**config.mk**
```make
export PLATFORM = sky130hd
export DESIGN_NAME = boid_fb_writer
export DESIGN_NICKNAME = d
export VERILOG_FILES = /design/src/rtl/bpu_pkg.sv /design/src/rtl/boid_addr_table.sv /design/src/rtl/boid_fb_writer.sv
export SDC_FILE = /design/constraint.sdc
export NUM_CORES = 1
export LEC_CHECK = 0
export CAP_MARGIN = 20
export CORE_MARGIN = 2
export CORE_UTILIZATION = 50
export CTS_CLUSTER_SIZE = 8
export DETAILED_ROUTE_END_ITERATION = 10
export PLACE_DENSITY_LB_ADDON = 0.25
export SKIP_CTS_REPAIR_TIMING = 1
export SLEW_MARGIN = 20
export SYNTH_ARGS = -nofsm -noshare
export SYNTH_HDL_FRONTEND = slang
export SYNTH_SLANG_ARGS = --single-unit
export TNS_END_PERCENT = 5
```
**constraint.sdc**
```tcl
create_clock -name clock -period 3.6 [get_ports clock]
set_input_delay 0.72 -clock clock [delete_from_list [all_inputs] [get_ports clock]]
set_output_delay 0.72 -clock clock [all_outputs]
set_load 0.02 [all_outputs]
```
**src/rtl/bpu_pkg.sv**
```systemverilog
// Shared video/palette constants and the framebuffer-writer FSM state type.
package bpu_pkg;

  localparam int VIDEO_WIDTH           = 640;
  localparam int VIDEO_HEIGHT          = 480;
  localparam int PIXEL_COUNT           = VIDEO_WIDTH * VIDEO_HEIGHT;
  localparam int PIXEL_ADDRESS_WIDTH   = 20;
  localparam int PALETTE_ADDRESS_WIDTH = 9;

  typedef enum logic [1:0] {
    ST_IDLE  = 2'd0,
    ST_CLEAR = 2'd1,
    ST_ERASE = 2'd2,
    ST_DRAW  = 2'd3
  } fsm_state_t;

  // x + 640*y built from shifts: 640 = 512 + 128.
  function automatic logic [PIXEL_ADDRESS_WIDTH-1:0] pixel_addr(input logic [9:0] x,
                                                                input logic [8:0] y);
    logic [PIXEL_ADDRESS_WIDTH-1:0] yy;
    yy = {11'd0, y};
    return {10'd0, x} + (yy << 9) + (yy << 7);
  endfunction

endpackage

```
**src/rtl/boid_addr_table.sv**
```systemverilog
// Per-boid last-drawn pixel address with valid bits: one async read, one write, clear-all.
module boid_addr_table
  import bpu_pkg::*;
#(
  parameter int NUM_BOIDS = 16,
  parameter int ID_W      = $clog2(NUM_BOIDS)
) (
  input  logic                           clk_i,
  input  logic                           rst_i,
  input  logic [ID_W-1:0]                rd_id_i,
  output logic [PIXEL_ADDRESS_WIDTH-1:0] rd_addr_o,
  output logic                           rd_valid_o,
  input  logic                           we_i,
  input  logic [ID_W-1:0]                wr_id_i,
  input  logic [PIXEL_ADDRESS_WIDTH-1:0] wr_addr_i,
  input  logic                           clr_all_i
);

  logic [PIXEL_ADDRESS_WIDTH-1:0] addr_q [NUM_BOIDS];
  logic [NUM_BOIDS-1:0]           valid_q;

  always_ff @(posedge clk_i) begin
    if (rst_i || clr_all_i) begin
      valid_q <= '0;
    end else if (we_i) begin
      valid_q[wr_id_i] <= 1'b1;
    end
  end

  // Address storage needs no reset; the valid bits qualify it.
  always_ff @(posedge clk_i) begin
    if (we_i) begin
      addr_q[wr_id_i] <= wr_addr_i;
    end
  end

  assign rd_addr_o  = addr_q[rd_id_i];
  assign rd_valid_o = valid_q[rd_id_i];

endmodule

```
**src/rtl/boid_fb_writer.sv**
```systemverilog
// Boid framebuffer writer: erases a boid's previous pixel, draws the new one, and clears the frame.
// Build option BOID_TRAIL_EN: never erase, leaving trails.
module boid_fb_writer
  import bpu_pkg::*;
#(
  parameter int         NUM_BOIDS    = 16,
  parameter logic [8:0] BOID_COLOR   = 9'd1,
  parameter logic [8:0] BG_COLOR     = 9'd0,
  parameter int         CLEAR_PIXELS = PIXEL_COUNT,
  localparam int        ID_W         = $clog2(NUM_BOIDS)
) (
  input  logic                             clock,
  input  logic                             reset,
  input  logic                             req_valid,
  output logic                             req_ready,
  input  logic [9:0]                       req_x,
  input  logic [8:0]                       req_y,
  input  logic [ID_W-1:0]                  req_id,
  input  logic                             clear_start,
  output logic                             busy,
  output logic                             fb_we,
  output logic [PIXEL_ADDRESS_WIDTH-1:0]   fb_addr,
  output logic [PALETTE_ADDRESS_WIDTH-1:0] fb_data,
  output logic [7:0]                       drop_count,
  output fsm_state_t                       dbg_state
);

  fsm_state_t                     state_q, state_d;
  logic [PIXEL_ADDRESS_WIDTH-1:0] new_addr_q, old_addr_q, clr_cnt_q;
  logic [ID_W-1:0]                id_q;
  logic [7:0]                     drop_q;

  logic [PIXEL_ADDRESS_WIDTH-1:0] tbl_rd_addr;
  logic                           tbl_rd_valid, tbl_we, tbl_clr;
  logic                           in_range, req_seen, take_req, drop_req, need_erase, clr_last;

  assign req_ready  = (state_q == ST_IDLE) && !reset;
  // clear_start wins over a simultaneous request, which is then not taken.
  assign req_seen   = (state_q == ST_IDLE) && req_valid && !clear_start;
  assign in_range   = (req_x < 10'(VIDEO_WIDTH)) && (req_y < 9'(VIDEO_HEIGHT));
  assign take_req   = req_seen && in_range;
  assign drop_req   = req_seen && !in_range;
  assign clr_last   = (clr_cnt_q == PIXEL_ADDRESS_WIDTH'(CLEAR_PIXELS - 1));
`ifdef BOID_TRAIL_EN
  assign need_erase = 1'b0;
`else
  assign need_erase = tbl_rd_valid;
`endif

  boid_addr_table #(.NUM_BOIDS(NUM_BOIDS), .ID_W(ID_W)) u_table (
    .clk_i      (clock),
    .rst_i      (reset),
    .rd_id_i    (req_id),
    .rd_addr_o  (tbl_rd_addr),
    .rd_valid_o (tbl_rd_valid),
    .we_i       (tbl_we),
    .wr_id_i    (id_q),
    .wr_addr_i  (new_addr_q),
    .clr_all_i  (tbl_clr)
  );

  always_ff @(posedge clock) begin
    if (reset) begin
      state_q    <= ST_IDLE;
      new_addr_q <= '0;
      old_addr_q <= '0;
      id_q       <= '0;
      clr_cnt_q  <= '0;
      drop_q     <= '0;
    end else begin
      state_q <= state_d;
      if (take_req) begin
        new_addr_q <= pixel_addr(req_x, req_y);
        old_addr_q <= tbl_rd_addr;
        id_q       <= req_id;
      end
      if (drop_req && (drop_q != 8'hFF)) begin
        drop_q <= drop_q + 8'd1;
      end
      clr_cnt_q <= (state_q == ST_CLEAR) ? clr_cnt_q + 1'b1 : '0;
    end
  end

  always_comb begin
    state_d = state_q;
    unique case (state_q)
      ST_IDLE: begin
        if (clear_start)   state_d = ST_CLEAR;
        else if (take_req) state_d = need_erase ? ST_ERASE : ST_DRAW;
      end
      ST_CLEAR: if (clr_last) state_d = ST_IDLE;
      ST_ERASE: state_d = ST_DRAW;
      ST_DRAW:  state_d = ST_IDLE;
      default:  state_d = ST_IDLE;
    endcase
  end

  always_comb begin
    fb_we   = 1'b0;
    fb_addr = '0;
    fb_data = '0;
    tbl_we  = 1'b0;
    tbl_clr = 1'b0;
    unique case (state_q)
      ST_CLEAR: begin
        fb_we   = 1'b1;
        fb_addr = clr_cnt_q;
        fb_data = BG_COLOR;
        tbl_clr = clr_last;
      end
      ST_ERASE: begin
        fb_we   = 1'b1;
        fb_addr = old_addr_q;
        fb_data = BG_COLOR;
      end
      ST_DRAW: begin
        fb_we   = 1'b1;
        fb_addr = new_addr_q;
        fb_data = BOID_COLOR;
        tbl_we  = 1'b1;
      end
      default: ;
    endcase
  end

  assign busy       = (state_q != ST_IDLE);
  assign drop_count = drop_q;
  assign dbg_state  = state_q;

endmodule

```
==> summary.txt, run 1 <==
STA
  • Skew final: 0.0207 ns
  • Final Max Tran Viols: 0
  • Fmax: roughly 0.3 GHz
  • Slew of the pin with the lowest slew margin: between 0.9 and 1 ns
  • RSZ-0062 raised after global routing: no
  • Period utilisation layout: 0.919
  • Hold Vio Cnt, Final: 0
  • Final setup violation count: 0
  • Setup_tns: 0 ns
  • Tmin final: 3.31 ns
  • Relative slew margins: 0.367

Setup path
  • Crit. End Element: output port
  • Cells along the critical path: buf_4 -> mux2_2 -> a22o_1 -> clkdlybuf4s50_1
  • Critical Path AT: around 2.6 ns
  • Reg2reg path depth: 5
  • FF-to-FF Start: dbg_state[0]
  • Largest fanout on the critical path: 19
  • Worst R2R End: u_table.addr_q[9][14]
  • Delay-heaviest family, CP: buffers and inverters
  • Critical path class: flop to output port
  • CP max-delay cell: clkdlybuf4s50_1
  • R2R setup slack: 0.94 ns
  • Worst setup SP type: flop
  • Cell count along the critical path: 4
  • CP max stage delay: around 0.54 ns
  • Critical path buffers and inverters: 2
  • CP required: about 2.9 ns

Global routing
  • Largest net degree at the start of global routing: between 60 and 70
  • Overall Global Routing Usage: 0.224
  • Number of global-route vias before repair: about 9000
  • GRT Residual Overflow: 0
  • First-pass GRT wire length: roughly 55 mm
  • Initial antenna violation count: 0

Detailed routing
  • Vias/cell: around 6
  • Antenna viol nets, final: 0
  • DRT iter0 DRCs: ~850
  • Residual DRC: 0
  • Pre-Repair DR Iteration Count: 5
  • Final wirelength: 36.6 mm
  • Via Count: approximately 9000
  • DR WL/cell: ~24 um

Layout
  • Fillers: 2290
  • Core Util, Final: 0.596
  • Final nets: 1115
  • Area delta synth->final: 18.4%
  • Most frequent cells in the layout: edfxtp_1 (304), dfxtp_1 (88), mux4_2 (80)
  • Most common cell after layout, fill and taps aside: edfxtp_1
  • Layout cells sized above 1: 0.210
  • # diodes: 0

Synthesis
  • Syn Area/Cell: approximately 16 um2
  • Ys flop type: edfxtp_1
  • EDFF count, synth: around 300
  • Register area share after synthesis: 0.691
  • Synth unique cells: 56
  • Mapped cell area: approximately 16000 um2
  • Warning count from the yosys run: 0
  • Async SR Flop Fraction: 0
  • Yosys reg bits: roughly 390
  • Mapped Cells: 961

Floorplan
  • Ports: between 60 and 70
  • Die W: between 150 and 200 um
  • # rows: between 60 and 70
  • Initial core utilization: 0.503
  • Placeable Area: around 31000 um2
  • Chip height: about 180 um
  • Die area: approximately 33000 um2

Run status
  • Run status: finished, final reports clean

Clock tree
  • Worst-skew pair later-pin latency: 0.56 ns
  • Root Buffer: clkbuf_16
  • Total number of H-tree levels: 2
  • CTS buffer count: 54
  • CTS Buffer Depth: 3
  • CTS clk-pin slew, worst paths: 0.05 ns
  • CTS sink cnt: roughly 390
  • CTS tree: yes

Pwr
  • Overall Power: a little over 10 mW
  • Worst vdd ir: 0.425 mV
  • P_leak: 5.80 nW
  • Pwr Density: 543 nW/um2

Placement
  • DP HPWL: 22.2 mm
  • Port Buffer Count: 60
  • Gp weighted congestion: 0.793

Min path
  • Hold Crit Start: u_table.valid_q[2]
  • Worst hold path class: flop to flop
  • Hold Path Stages: 1
  • Worst Hold End: u_table.valid_q[2]

Flow run
  • Max cap viols: 0
[layout make-up]
class	count	area, um2	share of cell area
multi-input combinational	503	4630	0.248
inverter	8	30.0	0.00161
timing repair buffer	108	1030	0.0550
tap	402	503	0.0270
sequential	392	10900	0.584
clock buffer	99	1580	0.0849
[worst max-delay path by stage]
| stage | from | to | slack, ns |
|---|---|---|---|
| floorplan | dbg_state[1] | u_table.addr_q[0][0] | 0.54 |
| global placement | req_x[9] | new_addr_q[14] | 0.1 |
| detailed placement | req_x[9] | new_addr_q[14] | 0.09 |
| CTS | dbg_state[0] | fb_addr[2] | 0.27 |
| global route | dbg_state[0] | fb_addr[2] | 0.20 |
| finish | dbg_state[0] | fb_addr[2] | 0.29 |
[Yosys cell counts, drive strengths merged, types with 2 or more instances]
master  instances  share of area
nor2           63          0.015
edfxtp        304           0.58
fa              2         0.0025
inv             8         0.0019
a22oi          40          0.019
mux2           19          0.014
a311o           3         0.0019
o21a           22          0.010
nand3          10         0.0032
o21ai           6         0.0019
mux4           80           0.11
ha             19          0.015
a211o           2         0.0011
a211oi          4         0.0019
xor2           13         0.0072
nor2b           3         0.0012
and4            4         0.0022
nand4           8         0.0032
xnor2          12         0.0067
a21oi          63          0.020
nor3           13         0.0041
or3             3         0.0012
clkbuf         41         0.0098
buf            24         0.0093
nand2          49          0.012
nor4            6         0.0037
and3            5         0.0020
a22o           19          0.011
and2            4         0.0016
dfxtp          88           0.11
nand2b          2        0.00079
a21o            3         0.0014
nand3b          3         0.0014
[worst register-to-register path: cells and delay by family (launching register included)]
family	cells	cell delay, ns
simple gates	3	1.18
buf+inv	2	0.70
flops	1	0.46
[cell families (layout without fill, tap and decap cells)]
family	count (synthesis)	in the layout	share of synthesized area
AND/OR/NAND/NOR	179	179	0.0552
XOR/XNOR	25	25	0.0139
AO/OA/AOI/OAI	170	170	0.0727
other	1	8	0.000238
buffers and inverters	73	215	0.0210
multiplexers	100	100	0.129
flip-flops	392	392	0.691
adder cells (fa/ha/maj)	21	21	0.0176
[registers in the layout (all words and copies together), names as in the netlist]
signal           flops
clr_cnt_q           20
dbg_state            2
drop_count           8
id_q                 4
new_addr_q          19
old_addr_q          19
u_table.addr_q     304
u_table.valid_q     16
[through the flow]
step           instance area (um2)  instances  setup WS [ns]  hold WS, ns
6_report                     18700       1512          0.293        0.455
5_1_grt                      18700       1512          0.196        0.476
4_1_cts                      18700       1512          0.268        0.459
3_5_place_dp                 17100       1413         0.0940        0.448
3_3_place_gp                 17100       1413         0.0972        0.443
2_1_floorplan                15800        968          0.544        0.430
[per-layer routing]
layer,routed length (um),vias to the layer above,GRT usage
met5,0,-,0
met4,835,0,0.0670
met3,2320,72,0.0365
met2,17300,348,0.348
met1,16200,4664,0.330
li1,-,4010,-
[where the power goes]
part,switching [mW],internal (mW)
clock network,1.78,2.92
logic,0.286,0.212
registers,0.0450,4.89
total,2.11,8.02
No activity file was read; power rests on OpenSTA's default activity.
==> inputs of run 2 (changes only) <==
--- a/config.mk
+++ b/config.mk
@@ -6,6 +6,7 @@
 export NUM_CORES = 1
 export LEC_CHECK = 0
 export CAP_MARGIN = 20
+export CORE_ASPECT_RATIO = 0.6
 export CORE_MARGIN = 2
 export CORE_UTILIZATION = 50
 export CTS_CLUSTER_SIZE = 8
==> run 2 against run 1 <==
  * Power rose by 0.47%
  * Clock skew shrank 0.0041 ns
  * Die area is 0.14% higher
  * Combinational power grew 3%
  * Design area up 0.51%
  * First-iteration DRC count up 48%
  * Count of clock-buffer cells in the layout increased by 2
  * Sequential power is essentially flat
  * Critical endpoint is now fb_addr[7]
  * Largest power group unchanged
==> summary.txt, run 2 (synthesis results as in run 1) <==
Run status
  • Run status: finished, final reports clean

STA
  • Tmin final: 3.40 ns (+0.0941 ns)
  • Period utilisation layout: 0.945 (+0.0261)
  • Final setup violation count: 0 (unchanged)
  • Fmax: 0.294 GHz (-2.8%)
  • Setup_tns: 0 ns (unchanged)
  • Relative slew margins: 0.333 (-0.0338)
  • Hold Vio Cnt, Final: 0 (unchanged)
  • Skew final: 0.0166 ns (-0.00410 ns)
  • Final Max Tran Viols: 0 (unchanged)
  • RSZ-0062 raised after global routing: no
  • Slew of the pin with the lowest slew margin: 0.993 ns (+0.0504 ns)

Min path
  • Hold Path Stages: 1 (unchanged)
  • Worst hold path class: flop to flop
  • Hold Crit Start: u_table.valid_q[14]
  • Worst Hold End: u_table.valid_q[14]

Clock tree
  • CTS sink cnt: 392 (unchanged)
  • CTS clk-pin slew, worst paths: 0.06 ns (about the same)
  • Total number of H-tree levels: 2 (unchanged)
  • CTS tree: yes
  • CTS Buffer Depth: 3 (unchanged)
  • Root Buffer: clkbuf_16
  • Worst-skew pair later-pin latency: 0.56 ns (about the same)
  • CTS buffer count: 54 (unchanged)

Layout
  • Final nets: 1121 (+0.54%)
  • Seq. cell area: 10900 um2 (unchanged)
  • Fillers: 2225 (-2.8%)
  • Most common cell after layout, fill and taps aside: edfxtp_1
  • Layout cells sized above 1: 0.214 (+0.00386)
  • Most flops, register: u_table.addr_q
  • Max reg flops: 304 (unchanged)
  • Top Registers: u_table.addr_q x304, clr_cnt_q x20
  • Most frequent cells in the layout: edfxtp_1 (304), dfxtp_1 (88), mux4_2 (80)
  • Multi-input gate area: 4630 um2 (unchanged)
  • # diodes: 0 (unchanged)
  • Area delta synth->final: 19.0%

Pwr
  • Worst vdd ir: 0.435 mV (+2.5%)
  • Internal power: 8.03 mW (+0.22%)
  • Logic pwr share: 0.051 (+0.002)
  • Pwr Density: 542 nW/um2 (about the same)
  • P_leak: 5.84 nW (+0.71%)
  • Clk network pwr share: 0.465 (+0.002)
  • Switching part of the total power: 0.210 (+0.00200)
  • Overall Power: 10.2 mW (+0.47%)
  • Sequential share of power: 0.485 (-0.002)
  • Sw Pwr: 2.14 mW (+1.4%)

Setup path
  • R2R setup slack: 0.83 ns (-0.11 ns)
  • FF-to-FF Start: dbg_state[0]
  • Worst R2R End: u_table.addr_q[12][6]
  • Critical Path AT: 2.68 ns (+0.09 ns)
  • Reg2reg path depth: 5 (unchanged)
  • Largest fanout on the critical path: 19 (unchanged)
  • Crit. End Element: output port
  • Critical path class: flop to output port
  • Worst setup SP type: flop
  • CP required: 2.88 ns (about the same)

Detailed routing
  • Antenna viol nets, final: 0 (unchanged)
  • Via Count: 9230 (+1.5%)
  • DR WL/cell: 25.0 um (+3.0%)
  • Met3 WL: 3.43 mm (+48%)
  • M1 WL: 18.1 mm (+12%)
  • Final wirelength: 38.3 mm (+4.5%)
  • DR top layer: met4
  • Vias/cell: 6.02 (about the same)
  • DRT iter0 DRCs: 1253 (+48%)
  • Residual DRC: 0 (unchanged)
  • Pre-Repair DR Iteration Count: 5 (unchanged)
  • Routed wl met2: 16.1 mm (-6.6%)

Floorplan
  • # rows: 50 (-23%)
  • Die W: 233 um (+28%)
  • Initial core utilization: 0.507 (+0.00355)
  • Die area: 33000 um2 (+0.14%)
  • Placeable Area: 31100 um2 (-0.70%)
  • Ports: 69 (unchanged)
  • Chip height: 142 um (-22%)

Global routing
  • GRT Residual Overflow: 0 (unchanged)
  • Number of global-route vias before repair: 8879 (-0.80%)
  • Initial antenna violation count: 0 (unchanged)
  • Overall Global Routing Usage: 0.237 (+0.0124)
  • Largest net degree at the start of global routing: 65 (unchanged)
  • First-pass GRT wire length: 56.8 mm (+2.7%)

Placement
  • Port Buffer Count: 60 (unchanged)
  • Gp weighted congestion: 0.814 (+2.6%)
  • DP HPWL: 23.6 mm (+6.3%)

Flow run
  • Max cap viols: 0 (unchanged)
## run 2: through the flow
step	hold slack, ns	setup slack (ns)	utilization	cell area (um2)	std cells
finish	0.458	0.199	0.603	18800	1534
global placement	0.442	0.104	0.552	17200	1433
global route	0.469	0.0825	0.603	18800	1534
CTS	0.461	0.194	0.603	18800	1534
detailed placement	0.449	0.0774	0.552	17200	1433
floorplan	0.430	0.544	-	15800	968
## run 2: critical path, cell delays in order (launching register included)
cell and delay (ns):
dfxtp_1 0.60, buf_12 0.24, nor2b_1 0.18, buf_4 0.26, a22o_1 0.20, clkdlybuf4s50_1 0.63
## run 2: power groups by stage
stage | registers, mW | logic (mW) | clock network, mW
final | 4.93 | 0.515 | 4.73
after global routing | 4.93 | 0.558 | 5.00
after CTS | 4.93 | 0.516 | 4.80
after detailed placement | 5.02 | 0.513 | 0
after global placement | 5.02 | 0.507 | 0
after floorplan | 5.01 | 0.331 | 0
## run 2: worst max-delay path by stage
stage | start | end | slack, ns
after global routing | dbg_state[0] | fb_addr[7] | 0.08
final | dbg_state[0] | fb_addr[7] | 0.20
after detailed placement | req_x[9] | new_addr_q[14] | 0.08
after global placement | req_x[9] | new_addr_q[14] | 0.10
after floorplan | dbg_state[1] | u_table.addr_q[0][0] | 0.54
after CTS | dbg_state[0] | fb_addr[7] | 0.19
## run 2: metal layers
| metal | vias to the layer above | track usage |
|---|---|---|
| li1 | 4029 | - |
| met3 | 54 | 0.0533 |
| met4 | 0 | 0.0550 |
| met5 | - | 0 |
| met1 | 4722 | 0.386 |
| met2 | 425 | 0.320 |
## run 2: layout make-up
cell class                      count  share of cell area
Clock buffer                      101              0.0849
Inverter                            8             0.00160
Multi-Input combinational cell    503               0.247
Sequential cell                   392               0.581
Tap cell                          416              0.0278
Timing Repair Buffer              114              0.0584
==> inputs of run 3 (changes only) <==
==> constraint.sdc (replaced) <==
create_clock -name clock -period 4.1 [get_ports clock]
set_input_delay 0.82 -clock clock [delete_from_list [all_inputs] [get_ports clock]]
set_output_delay 0.82 -clock clock [all_outputs]
set_load 0.02 [all_outputs]
==> run 3 against run 2 <==
  * Non-clock buffer count fell by 10
  * Power fell by 13%
  * Design area fell by 0.76%
  * Via count rose by 0.13%
  * Critical path type unchanged
  * Critical endpoint is now fb_addr[0]
  * Largest cell class unchanged
==> summary.txt, run 3 (synthesis results as in run 1) <==
Clock tree
  • Worst-skew pair later-pin latency: 0.56 ns (about the same)
  • CTS tree: yes
  • Root Buffer: clkbuf_16
  • CTS clk-pin slew, worst paths: 0.05 ns (about the same)
  • CTS Buffer Depth: 3 (unchanged)
  • CTS sink cnt: 392 (unchanged)
  • Total number of H-tree levels: 2 (unchanged)
  • CTS buffer count: 54 (unchanged)

Setup path
  • Crit. End Element: output port
  • Critical path buffers and inverters: 2 (-1)
  • CP max stage delay: 0.77 ns (+0.14 ns)
  • CP required: 3.28 ns (+0.40 ns)
  • R2R setup slack: 1.39 ns (+0.56 ns)
  • Delay-heaviest family, CP: buffers and inverters
  • Worst setup SP type: flop
  • Largest fanout on the critical path: 16 (-3)
  • Critical path class: flop to output port
  • FF-to-FF Start: dbg_state[0]
  • Reg2reg path depth: 4 (-1)
  • Worst R2R End: u_table.addr_q[6][8]
  • CP max-delay cell: dfxtp_1
  • Critical Path AT: 2.84 ns (+0.16 ns)
  • Cells along the critical path: buf_4 -> mux2_2 -> a22o_1 -> clkdlybuf4s50_1

Run status
  • Run status: finished, final reports clean

Min path
  • Worst Hold End: u_table.valid_q[11]
  • Hold Crit Start: u_table.valid_q[11]
  • Worst hold path class: flop to flop
  • Hold Path Stages: 1 (unchanged)

Detailed routing
  • Vias/cell: 6.07 (+0.85%)
  • Pre-Repair DR Iteration Count: 5 (unchanged)
  • Residual DRC: 0 (unchanged)
  • Antenna viol nets, final: 0 (unchanged)
  • Final wirelength: 37.9 mm (-0.91%)
  • Via Count: 9242 (+0.13%)
  • DRT iter0 DRCs: 1230 (-1.8%)
  • DR WL/cell: 24.9 um (-0.20%)

STA
  • Tmin final: ~3.7 ns
  • Setup_tns: 0 ns (unchanged)
  • Relative slew margins: 0.315 (-0.0180)
  • Fin Hold WS: 0.463 ns (+0.00549 ns)
  • Hold Vio Cnt, Final: 0 (unchanged)
  • Slew of the pin with the lowest slew margin: 1.02 ns (+0.0268 ns)
  • Fmax: ~0.27 GHz
  • Skew final: 0.0221 ns (+0.00550 ns)
  • Final Max Tran Viols: 0 (unchanged)
  • Period utilisation layout: 0.892
  • RSZ-0062 raised after global routing: no
  • Final setup violation count: 0 (unchanged)

Layout
  • Area delta synth->final: 18.1%
  • Fillers: 2283 (+2.6%)
  • Most flops, register: u_table.addr_q
  • # diodes: 0 (unchanged)
  • Most common cell after layout, fill and taps aside: edfxtp_1
  • Max reg flops: 304 (unchanged)
  • Final nets: 1111 (-0.89%)
  • Top Registers: u_table.addr_q x304, clr_cnt_q x20
  • Core Util, Final: 0.599 (-0.00459)
  • Layout cells sized above 1: 0.205 (-0.00872)
  • Most frequent cells in the layout: edfxtp_1 (304), dfxtp_1 (88), mux4_2 (80)
  • Final non-filler cell total: 1523 (-0.72%)

Placement
  • Gp weighted congestion: 0.803 (-1.3%)
  • Port Buffer Count: 60 (unchanged)
  • DP HPWL: 23.8 mm (+1.0%)
  • Placed Cells: 1423 (-0.70%)

Floorplan
  • Chip height: 142 um (unchanged)
  • # rows: 50 (unchanged)
  • Initial core utilization: 0.507 (unchanged)
  • Ports: 69 (unchanged)
  • Die area: 33000 um2 (unchanged)
  • Placeable Area: 31100 um2 (unchanged)
  • Die W: 233 um (unchanged)

Global routing
  • First-pass GRT wire length: 57.0 mm (+0.34%)
  • Number of global-route vias before repair: 8889 (+0.11%)
  • GRT Residual Overflow: 0 (unchanged)
  • Largest net degree at the start of global routing: 65 (unchanged)
  • Initial antenna violation count: 0 (unchanged)
  • Overall Global Routing Usage: 0.237 (about the same)

Pwr
  • Overall Power: 8.81 mW (-13%)
  • P_leak: 5.76 nW (-1.5%)
  • Pwr Density: 474 nW/um2 (-13%)
  • Worst vdd ir: 0.362 mV (-17%)

Flow run
  • Max cap viols: 0 (unchanged)
-- run 3: worst register-to-register path, cell delays in order (launching register included) --
cell and delay, ns:
dfxtp_1 0.77, and2_1 0.36, nand3b_1 0.25, nor2_2 0.50
buf_4 0.46
-- run 3: worst max-delay path by stage --
stage,start,endpoint,slack [ns],depth (start not counted)
2_1_floorplan,dbg_state[1],u_table.addr_q[0][0],1.04,4
3_3_place_gp,req_x[9],new_addr_q[14],0.50,10
3_5_place_dp,req_y[0],new_addr_q[14],0.46,10
4_1_cts,dbg_state[0],fb_addr[0],0.48,4
5_1_grt,dbg_state[0],fb_addr[13],0.39,4
6_report,dbg_state[0],fb_addr[0],0.44,4
-- run 3: through the flow --
step,setup WS [ns],cell area (um2)
5_1_grt,0.388,18600
3_5_place_dp,0.459,17100
6_report,0.445,18600
3_3_place_gp,0.504,17100
4_1_cts,0.475,18600
2_1_floorplan,1.04,15800
-- run 3: layout make-up --
class	count	area [um2]	area share
Clock buffer	99	1520	0.0817
Clock inverter	1	16.3	0.000874
Inverter	8	30.0	0.00161
Multi-Input combinational cell	503	4630	0.249
Sequential cell	392	10900	0.585
Tap cell	416	520	0.0280
Timing Repair Buffer	104	1010	0.0542
-- run 3: metal layers --
metal,vias up,GRT usage,part of all wire
met4,0,0.0493,0.015
met3,50,0.0502,0.093
li1,4003,-,-
met1,4748,0.387,0.47
met5,-,0,0
met2,441,0.324,0.42
-- run 3: report_power, final --
part / switching, mW / internal [mW]
Sequential: 0.0530 / 4.29
Clock: 1.58 / 2.46
Combinational: 0.241 / 0.185
Total: 1.87 / 6.94
